==> config.mk <==
export PLATFORM = sky130hd
export DESIGN_NAME = audio_i2s_tx
export DESIGN_NICKNAME = d
export VERILOG_FILES = /design/src/rtl/audio_pkg.sv /design/src/rtl/i2s_bclk_gen.sv /design/src/rtl/audio_i2s_tx.sv
export SDC_FILE = /design/constraint.sdc
export NUM_CORES = 1
export LEC_CHECK = 0
export ABC_CLOCK_PERIOD_IN_PS = 4800
export BUFFER_PORTS_ARGS = -buffer_cell sky130_fd_sc_hd__buf_4
export CAP_MARGIN = 0
export CORE_UTILIZATION = 41
export CTS_BUF_LIST = sky130_fd_sc_hd__clkbuf_8
export DETAILED_ROUTE_END_ITERATION = 6
export GPL_ROUTABILITY_DRIVEN = 0
export SLEW_MARGIN = 20
export SYNTH_ARGS = -nofsm -noshare
export SYNTH_HDL_FRONTEND = slang
export SYNTH_HIERARCHICAL = 1
export SYNTH_SLANG_ARGS = --single-unit
==> constraint.sdc <==
create_clock -name clk -period 4.8 [get_ports clk]
set_clock_uncertainty 0.2 [all_clocks]
set_input_delay 0.72 -clock clk [delete_from_list [all_inputs] [get_ports clk]]
set_output_delay 0.72 -clock clk [all_outputs]
set_load 0.1 [all_outputs]
==> src/rtl/audio_pkg.sv <==
// Shared audio stream package: default sample/slot widths and the PCM sample
// type used by the tone/sine generators and the I2S transmitter.
package audio_pkg;

  localparam int AUDIO_SAMPLE_W = 16;
  localparam int AUDIO_SLOT_W   = 16;

  typedef logic [AUDIO_SAMPLE_W-1:0] sample_t;

endpackage

==> src/rtl/i2s_bclk_gen.sv <==
// I2S bit-clock divider: toggles bclk every BCLK_DIV clk cycles and flags the
// cycle whose closing edge takes bclk from 1 to 0 (fall strobe), so callers
// can update lrclk/sdata on the same edge that bclk falls.
module i2s_bclk_gen #(
  parameter int BCLK_DIV = 2
) (
  input  logic clk,
  input  logic reset,
  output logic bclk_o,
  output logic fall_stb_o
);

  localparam int                DIV_W    = $clog2(BCLK_DIV);
  localparam logic [DIV_W-1:0]  DIV_LAST = DIV_W'(BCLK_DIV - 1);

  logic [DIV_W-1:0] div_q, div_d;
  logic             bclk_q, bclk_d;
  logic             tc;

  // Divider next state: wrap on terminal count and toggle bclk there.
  always_comb begin
    tc     = (div_q == DIV_LAST);
    div_d  = tc ? '0 : div_q + DIV_W'(1);
    bclk_d = tc ? ~bclk_q : bclk_q;
  end

  // Divider and bclk registers.
  always_ff @(posedge clk) begin
    if (reset) begin
      div_q  <= '0;
      bclk_q <= 1'b0;
    end else begin
      div_q  <= div_d;
      bclk_q <= bclk_d;
    end
  end

  assign bclk_o     = bclk_q;
  assign fall_stb_o = tc & bclk_q;

endmodule

==> src/rtl/audio_i2s_tx.sv <==
// I2S transmitter: takes mono PCM samples over valid/ready into a one-entry
// holding register and sends each sample on both I2S channels, MSB first,
// with the standard one-bclk delay after each lrclk change.
// Optional feature macro I2S_TX_UNDERRUN_EN adds a saturating 16-bit
// underrun_cnt output counting frames loaded with silence.
module audio_i2s_tx
  import audio_pkg::*;
#(
  parameter int SAMPLE_W = AUDIO_SAMPLE_W,
  parameter int SLOT_W   = AUDIO_SLOT_W,
  parameter int BCLK_DIV = 2
) (
  input  logic                clk,
  input  logic                reset,
  input  logic [SAMPLE_W-1:0] in_sample,
  input  logic                in_valid,
  output logic                in_ready,
  output logic                bclk,
  output logic                lrclk,
`ifdef I2S_TX_UNDERRUN_EN
  output logic [15:0]         underrun_cnt,
`endif
  output logic                sdata
);

  localparam int               FRAME_W  = 2 * SLOT_W;
  localparam int               CNT_W    = $clog2(FRAME_W);
  localparam logic [CNT_W-1:0] CNT_LAST = CNT_W'(FRAME_W - 1);
  localparam logic [CNT_W-1:0] CNT_SLOT = CNT_W'(SLOT_W);

  // Place the sample at the top of the slot; unused low bits are zero.
  function automatic logic [SLOT_W-1:0] msb_align(input logic [SAMPLE_W-1:0] s);
    logic [SLOT_W-1:0] r;
    r = '0;
    r[SLOT_W-1 -: SAMPLE_W] = s;
    return r;
  endfunction

  logic                fall_stb;
  logic                load;
  logic                xfer;

  logic [SAMPLE_W-1:0] hold_q, hold_d;
  logic                hold_full_q, hold_full_d;
  logic                in_ready_q, in_ready_d;
  logic [CNT_W-1:0]    bit_cnt_q, bit_cnt_d;
  logic                lrclk_q, lrclk_d;
  logic [FRAME_W-1:0]  shift_q, shift_d;

  i2s_bclk_gen #(
    .BCLK_DIV (BCLK_DIV)
  ) u_bclk_gen (
    .clk        (clk),
    .reset      (reset),
    .bclk_o     (bclk),
    .fall_stb_o (fall_stb)
  );

  // The frame load sits on the fall strobe that moves bit_cnt from 0 to 1,
  // giving the one-bit delay after lrclk drops.
  assign load = fall_stb && (bit_cnt_q == '0);
  assign xfer = in_valid && in_ready_q;

  // Handshake, frame position and serialiser next state.
  always_comb begin
    hold_d      = hold_q;
    hold_full_d = hold_full_q;
    bit_cnt_d   = bit_cnt_q;
    lrclk_d     = lrclk_q;
    shift_d     = shift_q;

    // A transfer can only land while the register is empty, so an underrun
    // load and a new transfer in the same cycle leave the register full.
    if (load) hold_full_d = 1'b0;
    if (xfer) begin
      hold_d      = in_sample;
      hold_full_d = 1'b1;
    end
    in_ready_d = !hold_full_d;

    if (fall_stb) begin
      bit_cnt_d = (bit_cnt_q == CNT_LAST) ? '0 : bit_cnt_q + CNT_W'(1);
      lrclk_d   = (bit_cnt_d >= CNT_SLOT);
      if (load)
        shift_d = hold_full_q ? {msb_align(hold_q), msb_align(hold_q)} : '0;
      else
        shift_d = shift_q << 1;
    end
  end

  // Control and serialiser state; the holding data needs no reset because
  // hold_full_q gates every use of it.
  always_ff @(posedge clk) begin
    if (reset) begin
      hold_full_q <= 1'b0;
      in_ready_q  <= 1'b0;
      bit_cnt_q   <= '0;
      lrclk_q     <= 1'b0;
      shift_q     <= '0;
    end else begin
      hold_full_q <= hold_full_d;
      in_ready_q  <= in_ready_d;
      bit_cnt_q   <= bit_cnt_d;
      lrclk_q     <= lrclk_d;
      shift_q     <= shift_d;
    end
  end

  // Holding register data captured on transfer.
  always_ff @(posedge clk) begin
    hold_q <= hold_d;
  end

  assign in_ready = in_ready_q;
  assign lrclk    = lrclk_q;
  assign sdata    = shift_q[FRAME_W-1];

`ifdef I2S_TX_UNDERRUN_EN
  logic [15:0] underrun_cnt_q, underrun_cnt_d;

  // Count frames that had to be loaded with silence, sticking at all-ones.
  always_comb begin
    underrun_cnt_d = underrun_cnt_q;
    if (load && !hold_full_q && (underrun_cnt_q != 16'hFFFF))
      underrun_cnt_d = underrun_cnt_q + 16'd1;
  end

  // Underrun counter register, cleared only by reset.
  always_ff @(posedge clk) begin
    if (reset) underrun_cnt_q <= '0;
    else       underrun_cnt_q <= underrun_cnt_d;
  end

  assign underrun_cnt = underrun_cnt_q;
`endif

endmodule

# After elaboration in Yosys (flattened, before gate mapping)
# Index checks and enable logic that the tools add are counted.
# Widths: inputs -> output; s select.
classes:
  addsub: 2
  n_lt_le_gt_ge: 1
  eq_ne: 1
  mux: 5
  bitwise: 2
  n_reduce_logical: 5
ops:
  columns: ["operator", "n"]
  rows:
  - ["$mux 32", 2]
  - ["$add 5x1->5 const B", 1]
  - ["$eq 5x5->1 const B", 1]
  - ["$ge 5x5->1 const B", 1]
  - ["$logic_not 5->1", 1]
  - ["$mux 5", 1]
  - ["$logic_and 1x1->1", 2]
  - ["$mux 1", 2]
  - ["$reduce_or 2->1", 1]
  - ["$add 1x1->1 const B", 1]
  - ["$and 1x1->1", 1]
  - ["$logic_not 1->1", 1]
  - ["$not 1->1", 1]
word_totals:
  register_bits: 58
  out_inout_bits: 4
  wordCells: 24

# Depth between registers and ports, before layout
depth:
  word_depth: 5
  ltp_mapped: 7
  mapped_depth_nobuf: 6

# Modules after synthesis
# Netlist, hierarchy kept.
by_module_without_submodules:
  columns: ["mod", "n_inst", "cells_per_inst", "area_per_inst_um2", "seq_area_each_um2"]
  rows:
  - ["audio_i2s_tx", 1, 189, 2134.5, 1261.2]
  - ["i2s_bclk_gen", 1, 6, 63.8, 40.0]

# Worst setup path before layout
# Ideal clock, no wire load.
synth_timing:
  path_kind: "register -> register"
  from: "register u_bclk_gen.bclk_q, in the netlist u_bclk_gen/bclk_o"
  to: "register shift_q[23]"
  setup_time_ns: 0.069
  t_arrival_ns: 2.185
  required_time_ns: 4.531
  slack_ns: 2.346
  stages_incl_launch_ff: 8
  path_cell_list: "dfxtp_1 -> and2_2 -> buf_2 -> nor2b_1 -> clkbuf_1 -> clkbuf_1 -> a32oi_1 -> o21ai_1"
synth_via:
  elab_chain_cells: 3
synth_rtl:
  columns: ["item", "line_no", "text"]
  rows:
  - ["start: declaration", "i2s_bclk_gen.sv:17", "logic bclk_q, bclk_d;"]
  - ["start signal: assignment", "i2s_bclk_gen.sv:34", "bclk_q <= bclk_d;"]
  - ["$and 1x1->1 (*)", "i2s_bclk_gen.sv:39", "assign fall_stb_o = tc & bclk_q;"]
  - ["via fall_stb", "audio_i2s_tx.sv:39", "logic fall_stb;"]
  - ["$logic_and 1x1->1", "audio_i2s_tx.sv:61", "assign load = fall_stb && (bit_cnt_q == '0);"]
  - ["$mux 32", "audio_i2s_tx.sv:84", "if (load)"]
  - ["end signal: assignment", "audio_i2s_tx.sv:105", "shift_q <= shift_d;"]
  - ["end: declaration", "audio_i2s_tx.sv:48", "logic [FRAME_W-1:0] shift_q, shift_d;"]
# Mark *: on every way through the listed nets, which the timed path passes. The rest lies on a longest branch.
# A chain may end at the register's enable or synchronous reset.

# Worst setup path in the final report
layout_timing:
  from: "register bit_cnt_q[0]"
  to: "register in_ready_q, in the netlist in_ready"
layout_via:
  elab_chain_cells: 5
layout_rtl:
  columns: ["item", "line_no", "text"]
  rows:
  - ["start: declaration", "audio_i2s_tx.sv:46", "logic [CNT_W-1:0] bit_cnt_q, bit_cnt_d;"]
  - ["start signal: assignment", "audio_i2s_tx.sv:103", "bit_cnt_q <= bit_cnt_d;"]
  - ["$logic_not 5->1", "audio_i2s_tx.sv:61", null]
  - ["$logic_and 1x1->1", "audio_i2s_tx.sv:61", null]
  - ["$mux 1", "audio_i2s_tx.sv:74", "if (load) hold_full_d = 1'b0;"]
  - ["$mux 1", "audio_i2s_tx.sv:75", "if (xfer) begin"]
  - ["$logic_not 1->1", "audio_i2s_tx.sv:79", "in_ready_d = !hold_full_d;"]
  - ["end signal: assignment", "audio_i2s_tx.sv:102", "in_ready_q <= in_ready_d;"]
  - ["end: declaration", "audio_i2s_tx.sv:45", "logic in_ready_q, in_ready_d;"]
# No other way between the ends.

==> impl_results.md <==
- Run status: finished clean
- Setup Fix Bufs, Post-CTS: 0
- Largest net degree at the start of global routing: 33
- Vias in the first global route: 1410
- DR DRC count: 0
- Post-synthesis mux area share: 0.00911
- Post-DP HPWL: 2.62 mm
- Syn Area/Cell: 11.3 µm²
- Layout cells sized above 1: 0.205
- CTS Root Cell: clkbuf_8
- Post-synth EDFFs: 16
- Worst Hold Class: reg -> reg
- Chip height: 75.2 µm
- Total grt overflow: 0
- FF+latch count, synth: 57
- Tcrit/Tclk final: 0.490
- Tot GR Track Use: 0.158
- Reg2reg start: bit_cnt_q[0]$_SDFFE_PP0P_
- Total power per unit cell area: 420 nW/µm²
- Synth cell types: 29
- Register area share after synthesis: 0.592
- CTS Buffer Depth: 2
- Synth Area in XOR/XNOR: 0.00398
- Capturing point of the worst reg2reg path: in_ready$_SDFF_PP0_
- Initial core utilization: 0.428
- CTS Sinks: 57
- Crit path max fanout: 32
- Adder-cell share of the synthesized area: 0.0171
- Worst Hold Endpoint: u_bclk_gen/div_q$_SDFF_PP0_
- Worst EP arrival: 2400 ps
- Synth-to-layout area growth: 17.2%
- CTS tree: built
- Core footprint: 5140 µm²
- Hold buffers post-CTS: 0
- Leakage: 0.893 nW
- Critical Path End Type: flip-flop
- Global-route wire length before repair: 6.41 mm
- Reg2reg path depth: 5
- Inserted Clock Buffers: 9
- Clock Latency Late Sink: 320 ps
- Syn. warnings: 6
- First-pass DRT Iterations: 4
- Synth Cell Area: 2200 µm²
- Vias per cell: 5.51
- Fin. Hold Viols: 0
- Final core occ: 0.501
- Simple logic cell fraction of the synthesized area: 0.109
- Setup CP Type: reg -> reg
- Period minus WS final: 2350 ps
- Top Ports: 23
- Max-cap violations: 0
- Final Routed Wirelength: 3.92 mm
- Hold depth: 1
- Nets: 232
- RSZ-0062 raised after global routing: no
- Initial antenna violation count: 0
- Post-Syn Instances: 195
- H-tree lvl count: 3
- Most frequent cells in the layout: dfxtp_1, o21ai_1, a32oi_1
- Crit path launch: bit_cnt_q[0]$_SDFFE_PP0P_
- Compound-cell area share of the yosys netlist: 0.209
- Setup crit start kind: flip-flop
- Syn_nets: 217
- Routed Antenna Nets: 0
- Max_slew headroom: 0.326
- Clock-pin slew on the worst setup and hold paths: 60 ps
- Setup TNS: 0 ps
- Die area: 5660 µm²
- Most common cell after layout, fill and taps aside: dfxtp_1
- Post-CTS resize count: 0
- Die Width: 75.2 µm
- Wire length per cell: 13.8 µm
- Final Slew Violations: 0
- PortBufs: 22
- HP Start: u_bclk_gen/div_q$_SDFF_PP0_
- Worst Tran Pin Value: 1010 ps
- Antenna fix cells: 0
- Synth Flop Type: dfxtp_1
- # rows: 26
- Final Setup Violations: 0
- FILL cells: 471
- Post-synth ARST share: 0
- Highest clock rate: 0.425 GHz
- Largest family of logic cells by synthesized area: compound AO/OA/AOI/OAI gates
- Vias: 1570
- Peak supply drop: 0.268 mV
- FF-to-FF setup slack: 2450 ps
- Iter 0 DRT Violations: 152
- CP Data Required Time: 4850 ps
critical path, cell delays in order, from the launching register on:
cell	delay, ps
dfxtp_1	360
inv_1	80
ha_1	170
or4b_1	900
o21ai_1	370
nor3b_2	200
flip-flops by register name, indices dropped and copies added, names as in the netlist:
name,count
shift_q,32
hold_full_q,1
u_bclk_gen/bclk_o,1
hold_q,16
in_ready,1
bit_cnt_q,5
u_bclk_gen/div_q,1
cell type report:
cell class                 count  area [µm²]  share of cell area
timing repair buffer          23         173              0.0670
clock buffer                  11         151              0.0587
tap                           70        87.6              0.0340
inverter                       4        15.0             0.00583
multi-input combinational    115         773               0.300
sequential                    57        1300               0.505
clock inverter                 5        76.3              0.0296
kinds of logic after synthesis:
family                   count (synthesis)
XOR/XNOR                                 1
multiplexers                             2
adder cells (fa/ha/maj)                  3
flip-flops                              57
AND/OR/NAND/NOR                         40
buffers and inverters                   23
AO/OA/AOI/OAI                           69
cells in the mapped netlist (2+ instances only):
cell type / count / share of area
clkbuf_1: 12 / 0.020
inv_1: 4 / 0.0068
o21ai_0: 2 / 0.0046
buf_8: 3 / 0.020
ha_1: 3 / 0.017
edfxtp_1: 16 / 0.22
nand4_1: 2 / 0.0057
o21ai_1: 31 / 0.071
buf_2: 3 / 0.0068
a21oi_1: 5 / 0.011
mux2i_1: 2 / 0.0091
nand2_1: 3 / 0.0051
a32oi_1: 30 / 0.12
dfxtp_1: 41 / 0.37
nand3_1: 18 / 0.041
nor2_1: 7 / 0.012
layer usage:
metal / GRT usage / routed length, µm
met1: 0.209 / 1880
met2: 0.221 / 1770
met3: 0.0602 / 216
met4: 0.0885 / 53
met5: 0 / 0
worst max-delay path by stage:
stage	to	slack [ps]	depth (start not counted)
after floorplan	shift_q[23]$_SDFFE_PP0P_	2350	7
after global placement	shift_q[23]$_SDFFE_PP0P_	2480	4
after detailed placement	shift_q[5]$_SDFFE_PP0P_	2380	4
after CTS	in_ready$_SDFF_PP0_	2470	5
after global routing	shift_q[21]$_SDFFE_PP0P_	2320	5
final	in_ready$_SDFF_PP0_	2450	5
stage by stage:
step	worst slack, ps	hold WS [ps]	power [W]	std cells	cell area (µm²)
after floorplan	2350	221	0.000576	195	2200
after global placement	2480	230	0.000590	269	2340
final	2450	246	0.00108	285	2580
after CTS	2470	252	0.00110	285	2570
after global routing	2320	286	0.00113	285	2580
after detailed placement	2380	238	0.000593	269	2340
power by group:
group / switching (W) / internal (W)
Clock: 0.000181 / 0.000319
Sequential: 0.00000843 / 0.000508
Combinational: 0.0000456 / 0.0000210
Total: 0.000235 / 0.000848
Note: power is estimated with default switching activity, not from simulation.
